<file path="src/rtl/pause_dim_ctrl_pkg.sv">
// Shared types and default constants for the pause arbitration / screen-dim block.
package pause_pkg;

  // Fade sequencer states.
  typedef enum logic [1:0] {
    ST_IDLE = 2'd0,
    ST_WAIT = 2'd1,
    ST_FADE = 2'd2,
    ST_HOLD = 2'd3
  } fade_state_t;

  // 10 s of user pause at 24.576 MHz before the fade begins.
  localparam logic [31:0] DEF_DIM_DELAY  = 32'd245_760_000;
  // 100 ms between fade steps.
  localparam logic [23:0] DEF_FADE_TICKS = 24'd2_457_600;
  // Level 4 scales every channel by 4/8, i.e. half brightness.
  localparam logic [2:0]  DEF_MAX_LEVEL  = 3'd4;

  // 12-bit pixel, packed as {b,g,r} with 4 bits per channel.
  typedef struct packed {
    logic [3:0] b;
    logic [3:0] g;
    logic [3:0] r;
  } rgb12_t;

endpackage

</file>
<file path="src/rtl/pause_dim_ctrl_if.sv">
// Video stream bundle: pixel colour plus blanking and sync timing.
interface pause_dim_ctrl_if;
  import pause_pkg::*;

  rgb12_t rgb;
  logic   hblank;
  logic   vblank;
  logic   hs;
  logic   vs;

  // Side that produces the stream.
  modport master (
    output rgb,
    output hblank,
    output vblank,
    output hs,
    output vs
  );

  // Side that consumes the stream.
  modport slave (
    input rgb,
    input hblank,
    input vblank,
    input hs,
    input vs
  );

endinterface

</file>
<file path="src/rtl/pause_dim_ctrl_rgb_scale.sv">
// Combinational single-channel dimmer: c' = (c * (8 - level)) >> 3.
module rgb_scale (
  input  logic [3:0] i_c,
  input  logic [2:0] i_level,
  output logic [3:0] o_c
);

  logic [3:0] w_gain;
  logic [6:0] w_prod;

  // Level 0 gives gain 8 (unity after the shift), level 4 gives gain 4 (half).
  assign w_gain = 4'd8 - {1'b0, i_level};
  // 4x4-bit product fits in 7 bits (15 * 8 = 120).
  assign w_prod = {3'd0, i_c} * {3'd0, w_gain};
  assign o_c    = 4'(w_prod >> 3);

endmodule

</file>
<file path="src/rtl/pause_dim_ctrl.sv">
// Pause arbitration (user button, hiscore freeze, OSD) and a timed screen-dim
// stage that re-emits the video stream one pixel later.
module pause_dim_ctrl
  import pause_pkg::*;
#(
  parameter logic [31:0] DIM_DELAY  = DEF_DIM_DELAY,
  parameter logic [23:0] FADE_TICKS = DEF_FADE_TICKS,
  parameter logic [2:0]  MAX_LEVEL  = DEF_MAX_LEVEL
) (
  input  logic                    clk_sys,
  input  logic                    reset_n,
  input  logic                    game_rst,
  input  logic                    pause_btn,
  input  logic                    hs_access,
  input  logic                    osd_status,
  input  logic                    osd_pause_en,
  input  logic                    ce_pix,
  pause_dim_ctrl_if.slave         vid_in,
  pause_dim_ctrl_if.master        vid_out,
  output logic                    pause,
  output logic                    user_paused,
  output logic [2:0]              dim_level
);

  // Terminal counts, widened to the timer width.
  localparam logic [31:0] L_DIM_LAST  = DIM_DELAY - 32'd1;
  localparam logic [31:0] L_FADE_LAST = {8'd0, FADE_TICKS} - 32'd1;

  // Button synchroniser, edge detector and user toggle.
  logic r_btn_s1;
  logic r_btn_s2;
  logic r_btn_d;
  logic r_user_paused;
  logic w_btn_rise;

  // Pause output register.
  logic r_pause;

  // Fade sequencer.
  fade_state_t r_state;
  fade_state_t w_state_nxt;
  logic [31:0] r_timer;
  logic [31:0] w_timer_nxt;
  logic [2:0]  r_dim;
  logic [2:0]  w_dim_nxt;

  // Video pipeline.
  rgb12_t r_rgb;
  rgb12_t w_rgb_scaled;
  logic   r_hblank;
  logic   r_vblank;
  logic   r_hs;
  logic   r_vs;

  assign w_btn_rise = r_btn_s2 & ~r_btn_d;

  // Two-flop synchroniser for the asynchronous pin, then a delayed copy for
  // rising-edge detection; a held button therefore toggles only once.
  always_ff @(posedge clk_sys or negedge reset_n) begin
    if (!reset_n) begin
      r_btn_s1      <= 1'b0;
      r_btn_s2      <= 1'b0;
      r_btn_d       <= 1'b0;
      r_user_paused <= 1'b0;
    end else begin
      // NOTE: sequential state uses non-blocking assignments so each flop
      // samples the pre-edge value of its neighbour regardless of order.
      r_btn_s1 <= pause_btn;
      r_btn_s2 <= r_btn_s1;
      r_btn_d  <= r_btn_s2;
      if (game_rst) begin
        r_user_paused <= 1'b0;
      end else if (w_btn_rise) begin
        r_user_paused <= ~r_user_paused;
      end
    end
  end

  // Merge every freeze source into the registered core PAUSE line.
  always_ff @(posedge clk_sys or negedge reset_n) begin
    if (!reset_n) begin
      r_pause <= 1'b0;
    end else begin
      r_pause <= hs_access | r_user_paused | (osd_status & osd_pause_en);
    end
  end

  // Fade sequencer state register.
  always_ff @(posedge clk_sys or negedge reset_n) begin
    if (!reset_n) begin
      r_state <= ST_IDLE;
      r_timer <= '0;
      r_dim   <= '0;
    end else begin
      r_state <= w_state_nxt;
      r_timer <= w_timer_nxt;
      r_dim   <= w_dim_nxt;
    end
  end

  // Fade sequencer next state: only the user toggle drives the fade, and
  // leaving pause snaps straight back to full brightness.
  always_comb begin
    // NOTE: every variable gets a default before any branch, so no path
    // leaves it unassigned and no latch is inferred.
    w_state_nxt = r_state;
    w_timer_nxt = r_timer;
    w_dim_nxt   = r_dim;

    if (!r_user_paused) begin
      w_state_nxt = ST_IDLE;
      w_timer_nxt = '0;
      w_dim_nxt   = '0;
    end else begin
      case (r_state)
        ST_IDLE: begin
          w_state_nxt = ST_WAIT;
          w_timer_nxt = '0;
          w_dim_nxt   = '0;
        end
        ST_WAIT: begin
          if (r_timer == L_DIM_LAST) begin
            w_timer_nxt = '0;
            w_dim_nxt   = 3'd1;
            w_state_nxt = (MAX_LEVEL <= 3'd1) ? ST_HOLD : ST_FADE;
          end else begin
            w_timer_nxt = r_timer + 32'd1;
          end
        end
        ST_FADE: begin
          if (r_timer == L_FADE_LAST) begin
            w_timer_nxt = '0;
            w_dim_nxt   = r_dim + 3'd1;
            if (r_dim + 3'd1 >= MAX_LEVEL) begin
              w_state_nxt = ST_HOLD;
            end
          end else begin
            w_timer_nxt = r_timer + 32'd1;
          end
        end
        ST_HOLD: begin
          // Final level reached; timer frozen until the user unpauses.
          w_dim_nxt = MAX_LEVEL;
        end
        default: begin
          w_state_nxt = ST_IDLE;
          w_timer_nxt = '0;
          w_dim_nxt   = '0;
        end
      endcase
    end
  end

  // Per-channel dimmers, all fed the same level so a pixel is never torn.
  rgb_scale u_scale_r (
    .i_c     (vid_in.rgb.r),
    .i_level (r_dim),
    .o_c     (w_rgb_scaled.r)
  );

  rgb_scale u_scale_g (
    .i_c     (vid_in.rgb.g),
    .i_level (r_dim),
    .o_c     (w_rgb_scaled.g)
  );

  rgb_scale u_scale_b (
    .i_c     (vid_in.rgb.b),
    .i_level (r_dim),
    .o_c     (w_rgb_scaled.b)
  );

  // One-pixel video pipeline: colour and timing advance together on ce_pix,
  // with colour forced to black during blanking.
  always_ff @(posedge clk_sys or negedge reset_n) begin
    if (!reset_n) begin
      r_rgb    <= '0;
      r_hblank <= 1'b1;
      r_vblank <= 1'b1;
      r_hs     <= 1'b1;
      r_vs     <= 1'b1;
    end else if (ce_pix) begin
      r_rgb    <= (vid_in.hblank | vid_in.vblank) ? rgb12_t'('0) : w_rgb_scaled;
      r_hblank <= vid_in.hblank;
      r_vblank <= vid_in.vblank;
      r_hs     <= vid_in.hs;
      r_vs     <= vid_in.vs;
    end
  end

  assign pause          = r_pause;
  assign user_paused    = r_user_paused;
  assign dim_level      = r_dim;
  assign vid_out.rgb    = r_rgb;
  assign vid_out.hblank = r_hblank;
  assign vid_out.vblank = r_vblank;
  assign vid_out.hs     = r_hs;
  assign vid_out.vs     = r_vs;

endmodule

</file>
<file path="src/flat_wrapper.sv">
// flat-port wrapper written by rule: the top's interface ports become plain ports
module pause_dim_ctrl_flat import pause_pkg::*;
#(
  parameter logic [31:0] DIM_DELAY  = DEF_DIM_DELAY,
  parameter logic [23:0] FADE_TICKS = DEF_FADE_TICKS,
  parameter logic [2:0]  MAX_LEVEL  = DEF_MAX_LEVEL
)
  (clk_sys, reset_n, game_rst, pause_btn, hs_access, osd_status, osd_pause_en, ce_pix, pause, user_paused, dim_level, vid_in_rgb, vid_in_hblank, vid_in_vblank, vid_in_hs, vid_in_vs, vid_out_rgb, vid_out_hblank, vid_out_vblank, vid_out_hs, vid_out_vs);
  pause_dim_ctrl_if vid_in_i ();
  pause_dim_ctrl_if vid_out_i ();
  input  logic clk_sys;
  input  logic reset_n;
  input  logic game_rst;
  input  logic pause_btn;
  input  logic hs_access;
  input  logic osd_status;
  input  logic osd_pause_en;
  input  logic ce_pix;
  output logic pause;
  output logic user_paused;
  output logic [2:0] dim_level;
  input wire logic [$bits(vid_in_i.rgb)-1:0] vid_in_rgb;
  input wire logic [$bits(vid_in_i.hblank)-1:0] vid_in_hblank;
  input wire logic [$bits(vid_in_i.vblank)-1:0] vid_in_vblank;
  input wire logic [$bits(vid_in_i.hs)-1:0] vid_in_hs;
  input wire logic [$bits(vid_in_i.vs)-1:0] vid_in_vs;
  output wire logic [$bits(vid_out_i.rgb)-1:0] vid_out_rgb;
  output wire logic [$bits(vid_out_i.hblank)-1:0] vid_out_hblank;
  output wire logic [$bits(vid_out_i.vblank)-1:0] vid_out_vblank;
  output wire logic [$bits(vid_out_i.hs)-1:0] vid_out_hs;
  output wire logic [$bits(vid_out_i.vs)-1:0] vid_out_vs;
  assign vid_in_i.rgb = vid_in_rgb;
  assign vid_in_i.hblank = vid_in_hblank;
  assign vid_in_i.vblank = vid_in_vblank;
  assign vid_in_i.hs = vid_in_hs;
  assign vid_in_i.vs = vid_in_vs;
  assign vid_out_rgb = vid_out_i.rgb;
  assign vid_out_hblank = vid_out_i.hblank;
  assign vid_out_vblank = vid_out_i.vblank;
  assign vid_out_hs = vid_out_i.hs;
  assign vid_out_vs = vid_out_i.vs;
  pause_dim_ctrl #(.DIM_DELAY(DIM_DELAY), .FADE_TICKS(FADE_TICKS), .MAX_LEVEL(MAX_LEVEL)) u_core (.clk_sys(clk_sys), .reset_n(reset_n), .game_rst(game_rst), .pause_btn(pause_btn), .hs_access(hs_access), .osd_status(osd_status), .osd_pause_en(osd_pause_en), .ce_pix(ce_pix), .vid_in(vid_in_i), .vid_out(vid_out_i), .pause(pause), .user_paused(user_paused), .dim_level(dim_level));
endmodule
</file>
<file path="config.mk">
export PLATFORM = sky130hd
export DESIGN_NAME = pause_dim_ctrl_flat
export DESIGN_NICKNAME = d
export VERILOG_FILES = /design/src/rtl/pause_dim_ctrl_pkg.sv /design/src/rtl/pause_dim_ctrl_if.sv /design/src/rtl/pause_dim_ctrl_rgb_scale.sv /design/src/rtl/pause_dim_ctrl.sv /design/src/flat_wrapper.sv
export SDC_FILE = /design/constraint.sdc
export NUM_CORES = 1
export LEC_CHECK = 0
export ABC_AREA = 1
export CORE_MARGIN = 1
export CORE_UTILIZATION = 24
export CTS_CLUSTER_DIAMETER = 60
export DETAILED_ROUTE_END_ITERATION = 7
export PLACE_DENSITY = 0.43
export SYNTH_ARGS = -nofsm -noshare
export SYNTH_HDL_FRONTEND = slang
export SYNTH_SLANG_ARGS = --single-unit
</file>
<file path="constraint.sdc">
create_clock -name clk_sys -period 6.4 [get_ports clk_sys]
set_clock_uncertainty 0.15 [all_clocks]
set_input_delay 0.64 -clock clk_sys [delete_from_list [all_inputs] [get_ports clk_sys]]
set_output_delay 0.64 -clock clk_sys [all_outputs]
set_load 0.02 [all_outputs]
</file>
==> results.py <==
metrics = {
    "global_routing": {
        "grt_max_degree": 59,
        "antenna_found_initial": 0,
        "track_usage_pct": 12.8,
        "grt_pass1_wl_um": 19700,
        "grt_overflow": 0,
        "grt_pass1_vias": 3931,
    },
    "critical_path": {
        "setup.worst_path.class": "register to register",
        "crit_path_end_kind": "register",
        "critPathRequiredTime_ns": 6.50,
        "worstSetupStartpointType": "register",
        "cp_max_fo": 13,
        "arrival_ns": 4.25,
    },
    "yosys": {
        "synth_top_area_share_pct": 29.8,
        "syn_inst": 607,
        "avgSynthCellArea_um2": 7.48,
        "ys_warn_count": 0,
        "ys_ff_latch": 58,
        "synth-edff-count": 0,
        "synth-main-ff-cell": "dfrtp_1",
        "synthTopCellsByArea": "dfrtp_1, nand2_1, ha_1",
        "syn-num-nets": 674,
        "async_flop_share_pct": 100,
        "synth-seq-area-share_pct": 32.1,
        "synth_area_mm2": 0.00454,
        "yosysTopAreaCell": "dfrtp_1",
        "ys_types": 41,
    },
    "power_and_ir_drop": {
        "leakage_nw": 2.57,
        "p_per_area_mw_per_mm2": 181,
        "peakVddDrop_v": 0.000109,
        "finalPower_uw": 993,
    },
    "cts": {
        "hold_buffers": 0,
        "insertion_delay_ns": 0.34,
        "root_buffer": "clkbuf_16",
        "clk_pin_slew_ns": 0.06,
        "cts.sinks": 58,
        "numCtsBuffers": 9,
        "cts_buffer_depth": 2,
        "cts_tree": "yes",
        "post-cts-setup-buffers": 0,
        "cts_resized": 0,
        "h-tree-depth": 3,
    },
    "floorplanning": {
        "rows": 49,
        "core_area_mm2": 0.0183,
        "die_x_um": 140,
        "io_pins": 45,
        "initial_utilization_pct": 24.9,
        "fp.dieH_um": 140,
        "die-area_mm2": 0.0195,
    },
    "timing": {
        "finalHoldViolCount": 0,
        "fmax_mhz": 241,
        "max_slew_margin_pct": 46.9,
        "tns_ns": 0,
        "holdWs_ns": 0.209,
        "fin_crit_sh_pct": 64.9,
        "setup-violations-final": 0,
        "fin_crit_ns": 4.15,
        "slew_violations": 0,
        "worstMarginPinSlew_ns": 0.796,
        "rsz0062_at_grt": "false",
    },
    "place": {
        "placed_area_mm2": 0.00520,
        "routabilityCongestion": 0.831,
        "port_buffers": 44,
        "dp_hpwl_um": 8750,
    },
    "routing": {
        "viasPerCell": 4.44,
        "antenna_left": 0,
        "wl_per_cell_um": 13.0,
        "via_count": 3934,
        "wl_um": 11500,
        "first_pass_iters": 6,
        "initialDrtViolationCount": 217,
        "drcViolationCount": 0,
    },
    "cells_and_area": {
        "fin_area_mm2": 0.00548,
        "nets": 720,
        "drive_gt1_share_pct": 9.42,
        "area_delta_synth_final_pct": 20.6,
        "antennaDiodeCount": 0,
    },
    "status": {
        "status": "finished clean",
    },
    "worst_hold_path": {
        "hold_path_class": "register to register",
    },
    "run": {
        "cap_violations": 0,
    },
}
[worst max-delay path, stage by stage (launching register included)]
cell and delay (ns):
dfrtp_1 0.65, inv_1 0.15, ha_1 0.23, inv_1 0.06, or2_2 0.10, nand2_1 0.18, inv_1 0.18, nand2_1 0.09
fa_1 0.50, inv_1 0.05, fa_1 0.53, fa_1 0.48, and3_1 0.20, a211oi_1 0.16, inv_1 0.08, nand2_1 0.06
nand2_1 0.04, o21ai_0 0.16
[final timing paths]
path	from	end	slack, ns	cells past startpoint
setup / recovery	u_core.dim_level[0]	u_core.vid_out.rgb[11]	2.25	17
hold / removal	u_core.r_btn_s1	u_core.r_btn_s2	0.21	0
setup reg to reg	u_core.dim_level[0]	u_core.vid_out.rgb[11]	2.25	17
hold reg to reg	u_core.r_btn_s1	u_core.r_btn_s2	0.21	0
max in group asynchronous	reset_n	u_core.r_timer[2]	5.25	2
min in group asynchronous	reset_n	u_core.r_timer[21]	0.32	2
[final cells by class]
type | instances | area (µm²)
Timing Repair Buffer | 45 | 443
Inverter | 85 | 319
Clock buffer | 10 | 239
Clock inverter | 6 | 41.3
Fill cell | 1986 | 12800
Multi-Input combinational cell | 454 | 2690
Sequential cell | 58 | 1460
Tap cell | 229 | 287
[power by group]
part	total, mW	internal [mW]	switching (mW)
sequential	0.389	0.379	0.00958
combinational	0.142	0.0577	0.0847
clock	0.461	0.272	0.189
total	0.993	0.709	0.283
[sequential cells by signal, indices dropped and copies added, names as in the netlist]
register,count
u_core.pause,1
u_core.vid_out.hblank,1
u_core.r_btn_s1,1
u_core.r_btn_s2,1
u_core.vid_out.vs,1
u_core.r_btn_d,1
u_core.vid_out.rgb,12
u_core.r_state,2
u_core.vid_out.vblank,1
u_core.vid_out.hs,1
u_core.user_paused,1
u_core.r_timer,32
u_core.dim_level,3
[synthesized netlist by cell type (2+ instances only)]
cell / instances
nand4_1: 17
or2_2: 2
inv_2: 3
a21oi_1: 19
xor2_1: 16
nor3_1: 4
nor2_2: 6
a21o_1: 2
o21bai_1: 2
a21oi_2: 10
nand3_1: 28
nand3_2: 4
nand2_1: 178
o21ai_0: 20
nand2_2: 7
inv_1: 82
a22o_1: 3
a31oi_1: 3
fa_1: 12
buf_4: 2
dfstp_2: 4
dfrtp_1: 54
o21ai_1: 3
ha_1: 31
nand2_4: 2
xnor2_1: 10
nor2_1: 63
nor2_4: 2
buf_2: 5
nand2_8: 2
[placed cells by master (no fill, tap or decap), types with 4 or more instances in the layout]
cell             synthesis  layout
nor2_2                   6       6
ha_1                    31      31
nand2_2                  7       7
nand2_1                178     178
nand4_1                 17      17
nor3_1                   4       4
a21oi_1                 19      19
xnor2_1                 10      10
nand3_1                 28      28
dfrtp_1                 54      54
clkbuf_16                0       9
inv_1                   82      82
dfstp_2                  4       4
xor2_1                  16      16
fa_1                    12      12
o21ai_0                 20      20
a21oi_2                 10      10
nand3_2                  4       4
nor2_1                  63      63
clkdlybuf4s50_1          0      43
[layer usage]
layer | wire length [µm] | global-route usage [%] | part of all wire [%]
met5 | 0 | 0 | 0
met4 | 163 | 4.51 | 1.4
met3 | 340 | 2.72 | 3.0
met2 | 5150 | 20.1 | 45
met1 | 5870 | 17.3 | 51
[metrics by stage]
stage	setup slack (ns)	std cells	utilization (%)
2_1_floorplan	2.56	607	-
5_1_grt	1.88	887	30.0
3_3_place_gp	2.39	871	28.4
6_report	2.25	887	30.0
4_1_cts	2.21	887	30.0
3_5_place_dp	2.27	871	28.4
[cells by family after synthesis]
kind of cell / synth area share, %
and+or+nand+nor: 31.6
buffers and inverters: 8.68
AOI/OAI and AO/OA: 8.57
DFF: 32.1
adders and majority gates: 13.8
xor gates and xnor gates: 5.01
muxes: 0.220
Note: power is estimated with default switching activity, not from simulation.
